### config.mk
export PLATFORM = sky130hd
export DESIGN_NAME = ball_centroid
export DESIGN_NICKNAME = d
export VERILOG_FILES = /design/src/rtl/ball_centroid.sv
export SDC_FILE = /design/constraint.sdc
export NUM_CORES = 1
export LEC_CHECK = 0
export ABC_AREA = 1
export CAP_MARGIN = 0
export CELL_PAD_IN_SITES_DETAIL_PLACEMENT = 1
export CELL_PAD_IN_SITES_GLOBAL_PLACEMENT = 2
export CORE_MARGIN = 5
export CORE_UTILIZATION = 33
export DETAILED_ROUTE_END_ITERATION = 7
export GPL_TIMING_DRIVEN = 0
export HOLD_SLACK_MARGIN = 0.08
export PLACE_DENSITY_LB_ADDON = 0.1
export SLEW_MARGIN = 20
export SYNTH_ARGS = -nofsm -noshare
export SYNTH_HDL_FRONTEND = slang
export SYNTH_SLANG_ARGS = --single-unit
### constraint.sdc
create_clock -name PCLK -period 6.8 [get_ports PCLK]
set_clock_uncertainty 0.1 [all_clocks]
set_input_delay 1.02 -clock PCLK [delete_from_list [all_inputs] [get_ports PCLK]]
set_output_delay 1.02 -clock PCLK [all_outputs]
set_load 0.02 [all_outputs]
### src/rtl/ball_centroid.sv
// Frame centroid of the post-dilate ball mask: accumulates coordinate sums and
// the set-pixel count over one window, then divides to publish the ball centre.
module ball_centroid #(
    parameter int H_ACTIVE   = 320,
    parameter int V_ACTIVE   = 240,
    parameter int MIN_PIXELS = 16
) (
    input  logic        PCLK,
    input  logic        reset,
    input  logic        pix_valid,
    input  logic [8:0]  VtcHCnt,
    input  logic [8:0]  VtcVCnt,
    input  logic        render_i,
    output logic [11:0] center_h,
    output logic [10:0] center_v,
    output logic        found,
    output logic [16:0] pixel_count,
    output logic        center_valid,
    output logic        overrun
);

    localparam int SUM_W     = 25;
    localparam int CNT_W     = 17;
    localparam int DIV_STEPS = 25;

    typedef enum logic [1:0] {
        IDLE_ACC = 2'd0,
        DIVIDE   = 2'd1,
        PUBLISH  = 2'd2
    } state_t;

    state_t state_reg, state_next;

    logic             pix_add;
    logic             frame_end;
    logic             accept;
    logic             meets_min;
    logic [SUM_W-1:0] sum_x_reg, sum_y_reg;
    logic [SUM_W-1:0] sum_x_inc, sum_y_inc;
    logic [CNT_W-1:0] cnt_reg, cnt_inc;
    logic [CNT_W-1:0] op_cnt_reg;
    logic             found_pend_reg;
    logic [4:0]       step_reg;
    logic [SUM_W-1:0] sum_inc [2];
    logic [SUM_W-1:0] quo     [2];

    assign pix_add   = pix_valid & render_i;
    assign frame_end = pix_valid && (VtcHCnt == 9'(H_ACTIVE - 1)) && (VtcVCnt == 9'(V_ACTIVE - 1));
    assign accept    = frame_end && (state_reg == IDLE_ACC);

    // Sums including the current pixel, so the frame-end pixel is part of its own frame.
    always_comb begin
        sum_x_inc = sum_x_reg;
        sum_y_inc = sum_y_reg;
        cnt_inc   = cnt_reg;
        if (pix_add) begin
            sum_x_inc = sum_x_reg + SUM_W'(VtcHCnt);
            sum_y_inc = sum_y_reg + SUM_W'(VtcVCnt);
            cnt_inc   = cnt_reg + CNT_W'(1);
        end
    end

    assign meets_min  = (cnt_inc >= CNT_W'(MIN_PIXELS));
    assign sum_inc[0] = sum_x_inc;
    assign sum_inc[1] = sum_y_inc;

    always_ff @(posedge PCLK or posedge reset) begin
        if (reset) begin
            sum_x_reg <= '0;
            sum_y_reg <= '0;
            cnt_reg   <= '0;
        end else if (frame_end) begin
            sum_x_reg <= '0;
            sum_y_reg <= '0;
            cnt_reg   <= '0;
        end else begin
            sum_x_reg <= sum_x_inc;
            sum_y_reg <= sum_y_inc;
            cnt_reg   <= cnt_inc;
        end
    end

    always_ff @(posedge PCLK or posedge reset) begin
        if (reset) begin
            op_cnt_reg     <= '0;
            found_pend_reg <= 1'b0;
            step_reg       <= '0;
            overrun        <= 1'b0;
        end else begin
            if (accept) begin
                op_cnt_reg     <= cnt_inc;
                found_pend_reg <= meets_min;
                step_reg       <= '0;
            end else if (state_reg == DIVIDE) begin
                step_reg <= step_reg + 5'd1;
            end
            // A frame end that cannot be taken is dropped, never queued.
            if (frame_end && (state_reg != IDLE_ACC)) begin
                overrun <= 1'b1;
            end
        end
    end

    always_ff @(posedge PCLK or posedge reset) begin
        if (reset) begin
            state_reg <= IDLE_ACC;
        end else begin
            state_reg <= state_next;
        end
    end

    always_comb begin
        state_next = state_reg;
        case (state_reg)
            IDLE_ACC: begin
                if (accept) begin
                    state_next = meets_min ? DIVIDE : PUBLISH;
                end
            end
            DIVIDE: begin
                if (step_reg == 5'(DIV_STEPS - 1)) begin
                    state_next = PUBLISH;
                end
            end
            PUBLISH: state_next = IDLE_ACC;
            default: state_next = IDLE_ACC;
        endcase
    end

    // Restoring dividers, one per axis. The dividend shifts out the top while
    // quotient bits shift in at the bottom, so dvd_reg ends up holding the quotient.
    genvar gi;
    generate
        for (gi = 0; gi < 2; gi++) begin : g_div
            logic [SUM_W-1:0] dvd_reg;
            logic [CNT_W-1:0] rem_reg;
            logic [CNT_W:0]   rem_shift;
            logic             ge;
            logic [CNT_W-1:0] rem_next;

            // The remainder stays below the divisor, so 17-bit modular subtraction is exact.
            always_comb begin
                rem_shift = {rem_reg, dvd_reg[SUM_W-1]};
                ge        = (rem_shift >= {1'b0, op_cnt_reg});
                rem_next  = ge ? (rem_shift[CNT_W-1:0] - op_cnt_reg) : rem_shift[CNT_W-1:0];
            end

            always_ff @(posedge PCLK or posedge reset) begin
                if (reset) begin
                    dvd_reg <= '0;
                    rem_reg <= '0;
                end else if (accept) begin
                    dvd_reg <= sum_inc[gi];
                    rem_reg <= '0;
                end else if (state_reg == DIVIDE) begin
                    dvd_reg <= {dvd_reg[SUM_W-2:0], ge};
                    rem_reg <= rem_next;
                end
            end

            assign quo[gi] = dvd_reg;
        end
    endgenerate

    // The quotient cannot exceed the largest coordinate; saturate rather than wrap.
    always_ff @(posedge PCLK or posedge reset) begin
        if (reset) begin
            center_h     <= '0;
            center_v     <= '0;
            found        <= 1'b0;
            pixel_count  <= '0;
            center_valid <= 1'b0;
        end else begin
            center_valid <= 1'b0;
            if (state_reg == PUBLISH) begin
                center_valid <= 1'b1;
                pixel_count  <= op_cnt_reg;
                found        <= found_pend_reg;
                if (found_pend_reg) begin
                    center_h <= (|quo[0][SUM_W-1:12]) ? '1 : quo[0][11:0];
                    center_v <= (|quo[1][SUM_W-1:11]) ? '1 : quo[1][10:0];
                end
            end
        end
    end

endmodule

==> flow_summary.ini <==
[layout]
nNetsFinal = 1977
layout-drive-gt1-share = 0.0663
final_cell_count_no_fill = 2441
diodes = 0
fillers = 4879
largest_reg_flops = 50
area_growth_pct = 18.3

[timing]
fin_tns_setup_ns = 0
tightest_slew_ns = 0.887
relSlewSlack = 0.403
fin_crit_sh = 0.500
finalHoldViolations = 0
fin_crit_ns = 3.40
finalSetupViolCount = 0
slew_violations = 0
rsz0062_at_grt = false
fmax_ghz = 0.294

[floorplanning]
die_width_um = 211
coreArea_sq_um = 39900
dieArea_sq_um = 44600
row_count = 73
start_util = 0.335
die-height_um = 211
io_pins = 65

[pwr]
vdd_ir_drop_max_mv = 0.145
finalPower_mw = 3.99
leakage_nw = 7.41
power.density_nw_per_um2 = 252

[worst_setup_path]
cp-end-kind = register
worstSetupStartpoint = VtcVCnt[7]
worstPathMaxFanout = 10
crit_arrival_ns = 3.79
cp_data_required_time_ns = 7.19
path_class = in -> reg
r2r_start = op_cnt_reg[15]
start_kind = primary input

[clock_tree]
cts_resized = 0
clk_pin_slew_worst_paths_ns = 0.06
clockBufferDepth = 3
holdBufCountCts = 0
htree_levels = 1
cts_setup_buffers = 0
clock_latency_ns = 0.55
cts_sinks = 219
cts_tree = built
cts-root-buf = clkbuf_16
cts_buffers = 28

[synthesis]
syn_area_sq_um = 13400
syn_avg_cell_area_sq_um = 7.45
synth_most_common_cell = nand2_1
netlist-cell-type-count = 52
synth.area.top_cells = dfrtp_1, nand2_1, nand3_1, inv_1, ha_1
synth-seq-cells = 219
synth.largest_area_cell = dfrtp_1
synth_commonest_cells = nand2_1, nand3_1, dfrtp_1, inv_1, nor2_1
synth_top_flop_cell = dfrtp_1
syn_inst = 1793
synth_nets = 1874
yosysTopAreaCellShare = 0.410
async_flop_share = 1.00
ys_seq_area_frac = 0.410
synth_edf_count = 0
yosysWarnings = 0

[drt]
postRouteAntennaNets = 0
drtIter0Drc = 555
routedWlPerCell_um = 19.8
drt-vias-per-instance = 5.10
routed_wirelength_um = 48300
remaining_drc_errors = 0
dr.pass1.iters = 5
via_count = 12500

[worst_hold_path]
min_path_type = reg -> reg
hp-start = pixel_count[0]

[global_route]
grt_pass1_wl_um = 76200
grt_pass1_vias = 13200
grt-ovfl-total = 0
grt_usage = 0.217
grt_antenna_before_repair = 0
grt_max_degree = 33

[placement]
numPlacedInstances = 2391
hpwl_um = 37400
gp_congestion = 0.863
io_buffers = 64

[outcome]
status = finished clean

[flow_run]
max_cap_violations = 0
[worst max-delay path, cell delays in order]
cell and delay, ns:
clkdlybuf4s50_1 0.52, nand2_1 0.10, inv_1 0.06, nand2_1 0.07, nor4_1 0.34, nand2_1 0.44
nor2_2 0.58, buf_4 0.31, nand3_1 0.21, nand3_1 0.12
[kinds of logic after synthesis]
family                     synth area share
xor gates and xnor gates             0.0288
buffers and inverters                0.0845
adders and majority gates            0.0575
and+or+nand+nor                       0.315
muxes                               0.00300
AOI/OAI and AO/OA                     0.101
DFF                                   0.410
[per-stage QoR]
| step | setup WS (ns) | cell area (sq um) | util | hold slack, ns |
|---|---|---|---|---|
| CTS | 3.44 | 15800 | 0.396 | 0.384 |
| finish | 3.40 | 15800 | 0.396 | 0.376 |
| detailed placement | 2.88 | 14900 | 0.373 | 0.366 |
| global placement | 0.658 | 14700 | 0.367 | 0.355 |
| global route | 3.30 | 15800 | 0.396 | 0.402 |
| floorplan | 2.83 | 13400 | - | 0.349 |
[layout make-up]
type                    count  area (sq um)  share of cell area
well taps                 525           657              0.0415
inverters                 213           803              0.0508
plain buffers              61           330              0.0209
flip-flops and latches    219          5480               0.346
clock buffers              42           865              0.0547
multi-input cells        1300          6760               0.427
repair buffers             73           851              0.0538
clock inverters             8          75.1             0.00475
[placed cells by master (no fill, tap or decap), types with 6 or more instances in the layout]
cell and count:
nand2_1 474, nand3_1 225, dfrtp_1 219, inv_1 208, nor2_1 142, o21ai_0 112, clkdlybuf4s50_1 64, a21oi_1 63
ha_1 55, nand4_1 33, clkbuf_1 31, clkbuf_16 29, xnor2_1 23, xor2_1 21, nor4_1 16, buf_2 14
o211ai_1 13, nand2_2 12, nor3_1 12, nand3b_1 11, o21bai_1 10, a21o_1 10, clkbuf_8 10, buf_1 8
o21ai_1 8, and2_1 6, nand3_2 6, buf_12 6, buf_6 6
[metal layers]
| layer | vias to the layer above | GRT usage | wire (um) |
|---|---|---|---|
| li1 | 6087 | - | - |
| met1 | 6157 | 0.285 | 21900 |
| met2 | 143 | 0.381 | 23600 |
| met3 | 64 | 0.0199 | 1120 |
| met4 | 0 | 0.0653 | 1660 |
| met5 | - | 0 | 0 |
[report_power, final]
part           switching (mW)  internal [mW]  leakage [nW]
Combinational           0.617          0.308          4.54
Sequential              0.115           1.42          2.40
Clock                   0.622          0.912         0.465
Total                    1.35           2.64          7.41
[worst paths after layout]
path	endpoint	cells after the start	slack, ns
setup / recovery	g_div[0].dvd_reg[5]	10	3.40
hold / removal	pixel_count[0]	2	0.38
setup reg to reg	g_div[1].dvd_reg[0]	9	3.88
hold reg to reg	pixel_count[0]	2	0.38
max in group asynchronous	center_v[1]	7	4.60
min in group asynchronous	sum_x_reg[0]	2	0.73
Note: power is estimated with default switching activity, not from simulation.
==> RTL edit (same flow settings) <==
Register the inputs `pix_valid`, `VtcHCnt`, `VtcVCnt` and `render_i` before use. The logic sees them one clock later.
--- a/src/rtl/ball_centroid.sv
+++ b/src/rtl/ball_centroid.sv
@@ -31,2 +31,14 @@
 
+    logic pix_valid_q;
+    logic [8:0] VtcHCnt_q;
+    logic [8:0] VtcVCnt_q;
+    logic render_q;
+
+    always_ff @(posedge PCLK) begin
+        pix_valid_q <= pix_valid;
+        VtcHCnt_q   <= VtcHCnt;
+        VtcVCnt_q   <= VtcVCnt;
+        render_q    <= render_i;
+    end
+
     state_t state_reg, state_next;
@@ -46,4 +58,4 @@
 
-    assign pix_add   = pix_valid & render_i;
-    assign frame_end = pix_valid && (VtcHCnt == 9'(H_ACTIVE - 1)) && (VtcVCnt == 9'(V_ACTIVE - 1));
+    assign pix_add   = pix_valid_q & render_q;
+    assign frame_end = pix_valid_q && (VtcHCnt_q == 9'(H_ACTIVE - 1)) && (VtcVCnt_q == 9'(V_ACTIVE - 1));
     assign accept    = frame_end && (state_reg == IDLE_ACC);
@@ -56,4 +68,4 @@
         if (pix_add) begin
-            sum_x_inc = sum_x_reg + SUM_W'(VtcHCnt);
-            sum_y_inc = sum_y_reg + SUM_W'(VtcVCnt);
+            sum_x_inc = sum_x_reg + SUM_W'(VtcHCnt_q);
+            sum_y_inc = sum_y_reg + SUM_W'(VtcVCnt_q);
             cnt_inc   = cnt_reg + CNT_W'(1);
Formal check against the unedited RTL: not equivalent (a bounded check fails within 4 cycles, from zero or initial values and one cycle with reset high).
==> RTL edit against the original RTL <==
- largest cell class unchanged
- final cell count rose by 0.20%
- synthesized area rose by 1.5%
- wire length is 5.5% lower
- count of clock-buffer cells in the layout is 6 higher
- worst setup slack gained 0.59 ns
- via count is 3.6% lower
- sequential cell count grew 20
- critical path type is now register to register
- total power up 1.3%
- first-iteration DRC count fell by 3.1%
- combinational power shrank 14%
- final area grew 1.3%
- largest power group is now the clock network
==> RTL edit: results (changes against the original RTL) <==
The proportion of synthesized chip area in sequential cells came to 0.433 (+0.0235). The number of distinct library cells after synthesis came out at 54 (+3.8%). The met3 wire length was 1160 um (+3.0%). After synthesis, the most frequently instantiated cells are sky130_fd_sc_hd__nand2_1 (560), sky130_fd_sc_hd__dfrtp_1 (219), sky130_fd_sc_hd__inv_1 (172), sky130_fd_sc_hd__nor2_1 (143), sky130_fd_sc_hd__nand3_1 (132). The largest incremental delay on the critical path came out at 0.41 ns (-0.17 ns). The worst hold slack across all endpoints is 0.377 ns (+0.000302 ns). The worst slew margin relative to its limit is 0.443 (+0.0401). The source-to-sink clock delay at the later pin of the worst-skew pair is 0.57 ns (+0.02 ns). The end of the worst hold path is found$_DFFE_PP0P_. The post-detailed-route via-to-cell ratio came out at 4.91 (-3.8%). The net count reported at finish came out at 1972 (-0.25%). The number of vias after detailed routing is 12002 (-3.6%). The ratio of cells with drive above 1 in the final layout came to 0.0695 (+0.00320). The share of the clock period used by the worst path came out at 0.413 (-0.0875). The DRC violation total after the first TritonRoute iteration came out at 538 (-3.1%). The arrival time at the worst endpoint came out at 3.22 ns (-0.57 ns). The met2 track demand over resource is 0.379 (-0.00166). The maximum net fanout on the critical path is 9 (-1). The met1 track demand over resource in global routing is 0.258 (-0.0270).

The synthesized netlist net count came out at 1869 (-0.27%). The cell area after placement is 0.0150 sq mm (+0.93%). The number of iterations in the first detailed-routing pass was 4 (-1). The worst ir drop on vdd is 191 uV (+32%).

The leakage power total is 8.09 nW (+9.2%). The internal power consumption is 2.78 mW (+5.5%). The pin count of the biggest net entering global routing came out at 32 (-3.0%). Ranked by total cell area, the synthesized netlist is headed by sky130_fd_sc_hd__dfrtp_1 (40%), sky130_fd_sc_hd__nand2_1 (15%), sky130_fd_sc_hd__ha_1 (5.1%). The logic depth of the worst register-to-register path is 16 (+7). The worst hold path begins at found$_DFFE_PP0P_. The routed wire length per instance is 18.7 um (-5.6%). The global routing usage summed across all routing layers is 0.205 (-0.0121). The number of buffers created by CTS is 30 (+7.1%). The post-synthesis async set-or-reset flop share came out at 0.916 (-0.0837). The launching element of the worst setup path is g_div[1].dvd_reg[24]$_DFFE_PP0P_. Following the worst setup path forward leads to its endpoint at g_div[1].rem_reg[15]$_DFFE_PP0P_. The wire length of the first global-routing pass is 73100 um (-4.0%). The run finished with clean final reports. The via count of the first global-routing pass came to 13025 (-1.2%).

The met2 layer wire length in the routed design came to 23500 um (-0.42%). In this run the most used layer during global routing was met2. The pre-CTS worst setup slack came to 3.96 ns (+1.08 ns).

The slowest stage of the critical path is the sky130_fd_sc_hd__fa_1 cell. The met3 usage in global routing came out at 0.0238 (+0.00390). The met1 layer wirelength in the final routing was 20100 um (-8.3%). The half-perimeter wire length after placement is 35700 um (-4.5%).

The final RePlAce weighted congestion is 0.846 (-2.0%). The average size of a mapped cell is 7.59 sq um (+1.8%).
## RTL edit: cell count changes after synthesis, moves of 7 or more
cell	unedited run	this run
sky130_fd_sc_hd__nor3_1	12	27
sky130_fd_sc_hd__clkinv_1	0	9
sky130_fd_sc_hd__clkbuf_1	27	18
sky130_fd_sc_hd__nand3_1	225	132
sky130_fd_sc_hd__nand2_1	474	560
sky130_fd_sc_hd__nor4_1	16	9
sky130_fd_sc_hd__inv_1	209	172
sky130_fd_sc_hd__nand4_1	33	19
sky130_fd_sc_hd__nand3b_1	11	20
sky130_fd_sc_hd__dfxtp_1	0	20
## RTL edit: area by class of cell
| cell class | instances | area, sq um |
|---|---|---|
| fill | 5030 | 24700 |
| sequential | 239 | 5880 |
| multi-input combinational | 1308 | 6700 |
| clock buffer | 48 | 920 |
| clock inverter | 7 | 85.1 |
| inverter | 189 | 713 |
| timing repair buffer | 71 | 781 |
| buffer | 52 | 274 |
| tap | 532 | 666 |
## RTL edit: power by group through the flow
stage	sequential, mW	clock, mW	combinational, mW
after global routing	1.62	1.76	0.910
after floorplan	1.61	0	0.557
after CTS	1.61	1.69	0.822
after global placement	1.63	0	0.793
final	1.61	1.63	0.798
after detailed placement	1.63	0	0.819
## RTL edit: cells by family (layout without fill, tap and decap cells)
| family | after synthesis | count (layout) | share of synthesized area |
|---|---|---|---|
| and+or+nand+nor | 959 | 959 | 0.305 |
| xor gates and xnor gates | 39 | 39 | 0.0252 |
| muxes | 3 | 3 | 0.00221 |
| buffers and inverters | 241 | 367 | 0.0725 |
| adders and majority gates | 59 | 59 | 0.0566 |
| AOI/OAI and AO/OA | 248 | 248 | 0.105 |
| DFF | 239 | 239 | 0.433 |
